### config.mk
export PLATFORM = sky130hd
export DESIGN_NAME = operand_fetch_flat
export DESIGN_NICKNAME = d
export VERILOG_FILES = /design/src/rtl/operand_fetch_if.sv /design/src/rtl/operand_fetch.sv /design/src/flat_wrapper.sv
export SDC_FILE = /design/constraint.sdc
export NUM_CORES = 1
export LEC_CHECK = 0
export CAP_MARGIN = 25
export CORE_MARGIN = 3
export CORE_UTILIZATION = 35
export DETAILED_ROUTE_END_ITERATION = 6
export DONT_BUFFER_PORTS = 1
export GPL_TIMING_DRIVEN = 0
export PLACE_DENSITY_LB_ADDON = 0.1
export SLEW_MARGIN = 20
export SYNTH_ARGS = -nofsm -noshare
export SYNTH_HDL_FRONTEND = slang
export SYNTH_SLANG_ARGS = --single-unit
export TNS_END_PERCENT = 50
### constraint.sdc
create_clock -name clk -period 4.9 [get_ports clk]
set_clock_uncertainty 0.05 [all_clocks]
set_input_delay 0.98 -clock clk [delete_from_list [all_inputs] [get_ports clk]]
set_output_delay 0.98 -clock clk [all_outputs]
set_load 0.1 [all_outputs]
### src/rtl/operand_fetch_if.sv
// Register-index type plus the operand-fetch bus: decoded-instruction intake,
// regfile read/writeback side and the downstream operand packet.
package rvcpu;
  typedef logic [4:0] reg_t;
endpackage

interface operand_fetch_if #(
  parameter int unsigned Width = 32
);
  logic               in_valid;
  logic               in_ready;
  rvcpu::reg_t        in_rs1;
  rvcpu::reg_t        in_rs2;
  rvcpu::reg_t        in_rd;
  logic               in_rs1_valid;
  logic               in_rs2_valid;
  logic               in_rd_valid;

  rvcpu::reg_t        rs1;
  rvcpu::reg_t        rs2;
  logic               rs1_valid;
  logic               rs2_valid;
  logic [Width-1:0]   rd1;
  logic [Width-1:0]   rd2;

  logic               wb_valid;
  rvcpu::reg_t        wb_rd;
  logic [Width-1:0]   wb_val;

  logic               out_valid;
  logic               out_ready;
  logic [Width-1:0]   out_op1;
  logic [Width-1:0]   out_op2;
  rvcpu::reg_t        out_rd;
  logic               out_rd_valid;

  modport master (
    output in_valid, in_rs1, in_rs2, in_rd, in_rs1_valid, in_rs2_valid, in_rd_valid,
    output rd1, rd2, wb_valid, wb_rd, wb_val, out_ready,
    input  in_ready, rs1, rs2, rs1_valid, rs2_valid,
    input  out_valid, out_op1, out_op2, out_rd, out_rd_valid
  );

  modport slave (
    input  in_valid, in_rs1, in_rs2, in_rd, in_rs1_valid, in_rs2_valid, in_rd_valid,
    input  rd1, rd2, wb_valid, wb_rd, wb_val, out_ready,
    output in_ready, rs1, rs2, rs1_valid, rs2_valid,
    output out_valid, out_op1, out_op2, out_rd, out_rd_valid
  );
endinterface

### src/rtl/operand_fetch.sv
// Operand fetch stage: scoreboarded RAW/WAW hazard detection, writeback bypass
// and a single registered output packet with valid/ready backpressure.
module operand_fetch #(
  parameter int unsigned Width = 32
) (
  input  logic                clk,
  input  logic                reset,
  input  logic                flush,
  output logic [15:0]         stall_count,
  operand_fetch_if.slave      bus
);

  logic [31:0]      pend;
  logic [31:0]      pend_next;
  logic             wb_live;
  logic             byp1, byp2, bypd;
  logic             haz1, haz2, hazd;
  logic             hazard;
  logic             accept;
  logic [Width-1:0] op1, op2;

  assign bus.rs1       = bus.in_rs1;
  assign bus.rs2       = bus.in_rs2;
  assign bus.rs1_valid = bus.in_valid & bus.in_rs1_valid;
  assign bus.rs2_valid = bus.in_valid & bus.in_rs2_valid;

  // A writeback to x0 neither clears the scoreboard nor forwards
  assign wb_live = bus.wb_valid & (bus.wb_rd != '0);
  assign byp1    = wb_live & (bus.wb_rd == bus.in_rs1);
  assign byp2    = wb_live & (bus.wb_rd == bus.in_rs2);
  assign bypd    = wb_live & (bus.wb_rd == bus.in_rd);

  assign haz1   = bus.in_rs1_valid & pend[bus.in_rs1] & ~byp1;
  assign haz2   = bus.in_rs2_valid & pend[bus.in_rs2] & ~byp2;
  assign hazd   = bus.in_rd_valid & (bus.in_rd != '0) & pend[bus.in_rd] & ~bypd;
  assign hazard = bus.in_valid & (haz1 | haz2 | hazd);

  assign bus.in_ready = ~hazard & ~flush & (~bus.out_valid | bus.out_ready);
  assign accept       = bus.in_valid & bus.in_ready;

  always_comb begin
    op1 = '0;
    op2 = '0;
    if (bus.in_rs1_valid && bus.in_rs1 != '0) op1 = byp1 ? bus.wb_val : bus.rd1;
    if (bus.in_rs2_valid && bus.in_rs2 != '0) op2 = byp2 ? bus.wb_val : bus.rd2;
  end

  // Set is applied after clear so a same-cycle issue keeps its register pending
  always_comb begin
    pend_next = pend;
    if (wb_live) pend_next[bus.wb_rd] = 1'b0;
    if (accept && bus.in_rd_valid && bus.in_rd != '0) pend_next[bus.in_rd] = 1'b1;
    pend_next[0] = 1'b0;
  end

  always_ff @(posedge clk or negedge reset) begin
    if (!reset) begin
      pend             <= '0;
      stall_count      <= '0;
      bus.out_valid    <= 1'b0;
      bus.out_op1      <= '0;
      bus.out_op2      <= '0;
      bus.out_rd       <= '0;
      bus.out_rd_valid <= 1'b0;
    end else begin
      if (hazard && !flush && stall_count != '1) stall_count <= stall_count + 16'd1;
      if (flush) begin
        pend          <= '0;
        bus.out_valid <= 1'b0;
      end else begin
        pend <= pend_next;
        if (accept) begin
          bus.out_valid    <= 1'b1;
          bus.out_op1      <= op1;
          bus.out_op2      <= op2;
          bus.out_rd       <= bus.in_rd;
          bus.out_rd_valid <= bus.in_rd_valid;
        end else if (bus.out_valid && bus.out_ready) begin
          bus.out_valid <= 1'b0;
        end
      end
    end
  end

endmodule
### src/flat_wrapper.sv
// flat-port wrapper written by rule: the top's interface ports become plain ports
module operand_fetch_flat 
#(
  parameter int unsigned Width = 32
)
  (clk, reset, flush, stall_count, bus_in_valid, bus_in_rs1, bus_in_rs2, bus_in_rd, bus_in_rs1_valid, bus_in_rs2_valid, bus_in_rd_valid, bus_rd1, bus_rd2, bus_wb_valid, bus_wb_rd, bus_wb_val, bus_out_ready, bus_in_ready, bus_rs1, bus_rs2, bus_rs1_valid, bus_rs2_valid, bus_out_valid, bus_out_op1, bus_out_op2, bus_out_rd, bus_out_rd_valid);
  operand_fetch_if #(.Width(Width)) bus_i ();
  input  logic clk;
  input  logic reset;
  input  logic flush;
  output logic [15:0] stall_count;
  input wire logic [$bits(bus_i.in_valid)-1:0] bus_in_valid;
  input wire logic [$bits(bus_i.in_rs1)-1:0] bus_in_rs1;
  input wire logic [$bits(bus_i.in_rs2)-1:0] bus_in_rs2;
  input wire logic [$bits(bus_i.in_rd)-1:0] bus_in_rd;
  input wire logic [$bits(bus_i.in_rs1_valid)-1:0] bus_in_rs1_valid;
  input wire logic [$bits(bus_i.in_rs2_valid)-1:0] bus_in_rs2_valid;
  input wire logic [$bits(bus_i.in_rd_valid)-1:0] bus_in_rd_valid;
  input wire logic [$bits(bus_i.rd1)-1:0] bus_rd1;
  input wire logic [$bits(bus_i.rd2)-1:0] bus_rd2;
  input wire logic [$bits(bus_i.wb_valid)-1:0] bus_wb_valid;
  input wire logic [$bits(bus_i.wb_rd)-1:0] bus_wb_rd;
  input wire logic [$bits(bus_i.wb_val)-1:0] bus_wb_val;
  input wire logic [$bits(bus_i.out_ready)-1:0] bus_out_ready;
  output wire logic [$bits(bus_i.in_ready)-1:0] bus_in_ready;
  output wire logic [$bits(bus_i.rs1)-1:0] bus_rs1;
  output wire logic [$bits(bus_i.rs2)-1:0] bus_rs2;
  output wire logic [$bits(bus_i.rs1_valid)-1:0] bus_rs1_valid;
  output wire logic [$bits(bus_i.rs2_valid)-1:0] bus_rs2_valid;
  output wire logic [$bits(bus_i.out_valid)-1:0] bus_out_valid;
  output wire logic [$bits(bus_i.out_op1)-1:0] bus_out_op1;
  output wire logic [$bits(bus_i.out_op2)-1:0] bus_out_op2;
  output wire logic [$bits(bus_i.out_rd)-1:0] bus_out_rd;
  output wire logic [$bits(bus_i.out_rd_valid)-1:0] bus_out_rd_valid;
  assign bus_i.in_valid = bus_in_valid;
  assign bus_i.in_rs1 = bus_in_rs1;
  assign bus_i.in_rs2 = bus_in_rs2;
  assign bus_i.in_rd = bus_in_rd;
  assign bus_i.in_rs1_valid = bus_in_rs1_valid;
  assign bus_i.in_rs2_valid = bus_in_rs2_valid;
  assign bus_i.in_rd_valid = bus_in_rd_valid;
  assign bus_i.rd1 = bus_rd1;
  assign bus_i.rd2 = bus_rd2;
  assign bus_i.wb_valid = bus_wb_valid;
  assign bus_i.wb_rd = bus_wb_rd;
  assign bus_i.wb_val = bus_wb_val;
  assign bus_i.out_ready = bus_out_ready;
  assign bus_in_ready = bus_i.in_ready;
  assign bus_rs1 = bus_i.rs1;
  assign bus_rs2 = bus_i.rs2;
  assign bus_rs1_valid = bus_i.rs1_valid;
  assign bus_rs2_valid = bus_i.rs2_valid;
  assign bus_out_valid = bus_i.out_valid;
  assign bus_out_op1 = bus_i.out_op1;
  assign bus_out_op2 = bus_i.out_op2;
  assign bus_out_rd = bus_i.out_rd;
  assign bus_out_rd_valid = bus_i.out_rd_valid;
  operand_fetch #(.Width(Width)) u_core (.clk(clk), .reset(reset), .flush(flush), .stall_count(stall_count), .bus(bus_i));
endmodule
Word-level counts from Yosys, hierarchy flattened
Index checks and enable logic that the tools add are counted.

operators by class
  $add $sub $neg = 1
  $mul = 0
  div/mod/pow operators = 0
  $lt $le $gt $ge = 6
  equality and inequality tests = 4
  shift operators = 0
  mux-type cells = 20
  bitwise gates (word level) = 29
  reductions and logical operators = 16

operators by type and width
  kind                                                                    count
  32-bit 2-to-1 mux                                                       7
  32-bit AND                                                              1
  32-bit NOT                                                              1
  32-bit OR                                                               1
  5-bit by 6-bit < comparator with 1-bit output (second input constant)   4
  5-bit nonzero test                                                      4
  1-bit AND                                                               17
  16-bit by 1-bit adder with 16-bit output (second input constant)        1
  16-bit != test (second input constant)                                  1
  1-bit binary-select mux with 5-bit select                               3
  5-bit == test                                                           3
  1-bit demux with 5-bit select                                           2
  5-bit by 1-bit >= comparator with 1-bit output (second input constant)  2
  1-bit logical AND                                                       9
  1-bit 2-to-1 mux                                                        8
  1-bit NOT                                                               6
  1-bit OR                                                                3
  3-bit nonzero test                                                      1
  2-bit AND reduction                                                     1
  1-bit zero test                                                         1

storage, ports and cells
  bits in registers = 119
  bits in latches = 0
  memory bits (writable) = 0
  memory bits (read-only) = 0
  input bits = 125
  logic and storage cells = 83
  memories kept = 0

Longest topological paths before layout
  depth after elaboration = 16
  depth in mapped cells = 11

Worst setup path before layout
No wires, ideal clock.

  path kind = input port to output port
  start point = in bus_in_rd[1]
  end point = out bus_in_ready
  data arrival time = 4.196 ns
  required time = 3.870 ns
  setup slack = -0.326 ns
  cell stages on the path = 9
  cell sequence = clkbuf_1 > clkbuf_1 > mux4_2 > a32oi_1 > nand3_1 > o211ai_1 > nand4_4 > clkbuf_1 > a21oi_1

between the ends
  word-level cells in the longest chain between the ends = 9

ends and longest elaborated chain
  what                                                                     line                 RTL
  start: declaration                                                       flat_wrapper.sv:15   input wire logic [$bits(bus_i.in_rd)-1:0] bus_in_rd;
  1-bit binary-select mux with 5-bit select, or another cell as far along  operand_fetch.sv:35  assign hazd = bus.in_rd_valid & (bus.in_rd != '0) & pend[bus.in_rd] & ~bypd;
  1-bit 2-to-1 mux (not written as such), or another cell as far along     operand_fetch.sv:35
  1-bit AND or 1-bit NOT (tied branches)                                   operand_fetch.sv:35
  1-bit AND (*)                                                            operand_fetch.sv:35
  1-bit OR (*)                                                             operand_fetch.sv:36  assign hazard = bus.in_valid & (haz1 | haz2 | hazd);
  1-bit AND (*)                                                            operand_fetch.sv:36
  1-bit NOT (*)                                                            operand_fetch.sv:38  assign bus.in_ready = ~hazard & ~flush & (~bus.out_valid | bus.out_ready);
  1-bit AND (*) (2 in a row)                                               operand_fetch.sv:38
  end: declaration                                                         flat_wrapper.sv:25   output wire logic [$bits(bus_i.in_ready)-1:0] bus_in_ready;

Mark *: on every way between the ends. The rest lies on a longest branch, timed or not. The select of a mux whose other input is x is not followed.

Final worst setup path
  start point = in bus_in_rs2[1]
  end point = out bus_in_ready

between the ends
  word-level cells in the longest chain between the ends = 10

ends and longest elaborated chain
  what                                                                        line                                      RTL
  start: declaration                                                          flat_wrapper.sv:14                        input wire logic [$bits(bus_i.in_rs2)-1:0] bus_in_rs2;
  1-bit binary-select mux with 5-bit select or 5-bit == test (tied branches)  operand_fetch.sv:34, operand_fetch.sv:30
  1-bit 2-to-1 mux (not written as such) or 1-bit AND (tied branches)         operand_fetch.sv:34, operand_fetch.sv:30
  1-bit AND or 1-bit NOT (tied branches)                                      operand_fetch.sv:34                       assign haz2 = bus.in_rs2_valid & pend[bus.in_rs2] & ~byp2;
  1-bit AND (*)                                                               operand_fetch.sv:34
  1-bit OR (*) (2 in a row)                                                   operand_fetch.sv:36
  1-bit AND (*)                                                               operand_fetch.sv:36
  1-bit NOT (*)                                                               operand_fetch.sv:38
  1-bit AND (*) (2 in a row)                                                  operand_fetch.sv:38

Marks and branches as above.

==> impl_results.md <==
* Synthesized area at 0.00715 mm²
* Synth top area share at 0.413
* Worst Hold Class: in -> async
* Fillers at 1937
* I/O pins at 225
* Pwr/cell area at 436 mW/mm²
* Wire length per cell at 25.0 µm
* Design Power at 3.54 mW
* Ys flop type: dfrtp_1
* Mapped Cells at 671
* Vias in the first global route at 5891
* Pre-Repair DR Iteration Count at 5
* Share of cells above drive strength 1 at 0.154
* CP max stage delay at 0.67 ns
* Critical Setup Path Class: in -> out
* Hold slack at 0.210 ns
* Top layer in use: met4
* Max-cap viol count at 0
* Die Area at 0.0222 mm²
* Final ANT Viol Nets at 0
* First-pass GRT wire length at 36400 µm
* DIE WIDTH at 149 µm
* Synthesized Nets at 797
* Number of flops mapped to enable cells by yosys at 0
* Met2 WL post-DR at 11700 µm
* Max-slew headroom at 0.314
* Reg clk slew, reported paths at 0.06 ns
* Final instance area at 0.00812 mm²
* Storage cell area at 0.00295 mm²
* Routed wire length at 24300 µm
* Peak supply drop at 0.000211 V
* Cell chosen for the clock root: clkbuf_16
* Seq cells post-synth at 118
* Antenna violations before repair at 0
* Area after DPL at 0.00751 mm²
* Final core occ at 0.411
* Sum Neg Setup Slack at 0 ns
* Cell breakdown of the critical path: clkbuf_1 > mux4_2 > mux4_2 > nor2_1 > a2111o_2 > nand4_4 > a21oi_4
* Met3 routed WL at 2030 µm
* Ys async rst share at 1.00
* Die height at 149 µm
* CTS Hold Bufs at 0
* H-tree Lvls at 4
* Port Buffers at 0
* Global Route Usage Sum at 0.216
* Period utilization at 0.927
* Critical Path AT at 3.51 ns
* CP dominant cell by count: mux4_2
* Final Hold Vio Count at 0
* Startpoint Class: input pin
* Synthesis-to-finish area growth at 13.6%
* Clock buffer count from CTS at 17
* Highest clock rate at 220 MHz
* Netlist cell types at 48
* Synth warn at 0
* Area leader, netlist: dfrtp_1
* Clock sinks at 118
* Rows at 51
* Leak pwr at 3.00 nW
* Mapped Avg Cell Area at 10.7 µm²
* Nets at 820
* Least-Margin Pin Slew at 1.03 ns
* CTS tree: built
* GP Congestion at 0.890
* Core area at 0.0198 mm²
* Diode count at 0
* Largest net degree at the start of global routing at 119
* M1 WL at 10100 µm
* Final setup viols at 0
* Number of DRC markers in iteration 0 at 402
* Area of the multi-input gates at 0.00379 mm²
* Worst Path Required at 3.87 ns
* Seq/Total Area, Yosys at 0.413
* Post-DP HPWL at 18100 µm
* Slew Viols, Final at 0
* # DRC at 0
* Status: complete, no violations
* Final worst path period need at 4.54 ns
* Total grt overflow at 0
* CTS Buffer Depth at 2
* Vias per cell at 5.89
* Clk_lat worst skew at 0.41 ns
* Routed vias at 5729
* Crit. End Element: primary output
* Area contributors post-synth: dfrtp_1 41%, mux2i_1 10%, o31ai_1 9.2%
* Initial core utilization at 0.361
* CP max FO at 9
* Slowest cell on crit path: a21oi_4
* RSZ-0062 raised after global routing: no
## logic make-up (layout without fill, tap and decap cells)
logic type | Yosys count | after routing | synth area share
muxes | 106 | 106 | 0.189
AOI/OAI and AO/OA | 191 | 191 | 0.177
adders and majority gates | 1 | 1 | 0.00175
DFF | 118 | 118 | 0.413
xor gates and xnor gates | 29 | 29 | 0.0355
buffers and inverters | 75 | 111 | 0.0600
and+or+nand+nor | 151 | 151 | 0.124
## synth_stat cells (11+ instances only)
| library cell | count |
|---|---|
| buf_4 | 11 |
| buf_6 | 12 |
| clkbuf_1 | 43 |
| dfrtp_1 | 118 |
| mux2i_1 | 73 |
| mux4_2 | 22 |
| nand2_1 | 34 |
| nand3_1 | 19 |
| nand3b_1 | 18 |
| nor2b_1 | 24 |
| o21ai_0 | 83 |
| o31ai_1 | 88 |
| xnor2_1 | 23 |
## cell type report
type | instances | share of cell area
sequential | 118 | 0.363
multi-input combinational | 478 | 0.467
buffer | 71 | 0.0511
clock inverter | 13 | 0.0160
clock buffer | 19 | 0.0558
inverter | 3 | 0.00139
timing repair buffer | 5 | 0.00431
tap | 265 | 0.0408
## cell usage in the layout, fill, tap and decap left out, types with 4 or more instances in the layout
master | Yosys | routed
nand3b_1 | 18 | 18
xor2_1 | 6 | 6
nand3_1 | 19 | 19
o31ai_1 | 88 | 88
nor2_1 | 8 | 8
xnor2_1 | 23 | 23
o31ai_2 | 8 | 8
buf_4 | 11 | 15
clkinv_2 | 0 | 6
mux2i_1 | 73 | 73
clkbuf_1 | 43 | 41
buf_6 | 12 | 12
o21ai_0 | 83 | 83
nor3b_1 | 7 | 7
buf_2 | 4 | 5
mux2_1 | 7 | 7
mux4_2 | 22 | 22
nand4_1 | 6 | 6
clkbuf_16 | 0 | 17
nor2b_1 | 24 | 24
nand2_1 | 34 | 34
nor3_1 | 7 | 7
dfrtp_1 | 118 | 118
mux2_2 | 4 | 4
## repair_timing
action / 4_1_cts / 5_1_grt
setup buffers: 1 / 3
pin swaps: 2 / 2
resized for setup: 1 / 0
endpoints found under the setup margin: 1 / 1
## path summary, 6_finish.rpt
path                                 from                      to  slack (ns)  cells after the start
max                         bus_in_rs2[1]            bus_in_ready        0.36                      7
min                                 reset  u_core.stall_count[14]        0.21                      0
max reg2reg                u_core.pend[1]   u_core.bus.out_op1[9]        1.83                      9
min reg2reg                u_core.pend[7]          u_core.pend[7]        0.52                      2
max in group asynchronous           reset          u_core.pend[2]        4.40                      0
min in group clk           u_core.pend[7]          u_core.pend[7]        0.52                      2
## state kept, by name, summed over array words and instances (netlist names)
name,cells
u_core.bus.out_op1,32
u_core.bus.out_op2,32
u_core.pend,31
u_core.bus.out_rd,5
u_core.bus.out_rd_valid,1
u_core.bus.out_valid,1
u_core.stall_count,16
## power by group
part	internal, mW	total [mW]	switching (mW)	leakage [nW]
clock	0.771	1.24	0.465	0.285
combinational	0.140	0.378	0.238	1.14
sequential	1.06	1.93	0.870	1.58
## per-layer routing
layer,GRT usage,vias to the layer above
met5,0,-
met4,0.0677,0
met3,0.0626,38
met2,0.344,266
met1,0.285,2859
li1,-,2566
## stage by stage
stage | instances | setup WS [ns]
after floorplan | 671 | 0.291
after global placement | 936 | -1.17
after detailed placement | 937 | -0.329
after CTS | 969 | 0.128
after global routing | 972 | 0.267
final | 972 | 0.359
## worst max-delay path: cells and delay by family
kind            cells  cell delay [ns]
mux                 2             0.93
compound gates      2             0.80
buf+inv             1             0.53
simple gates        2             0.25
(Power assumes the default switching activity.)
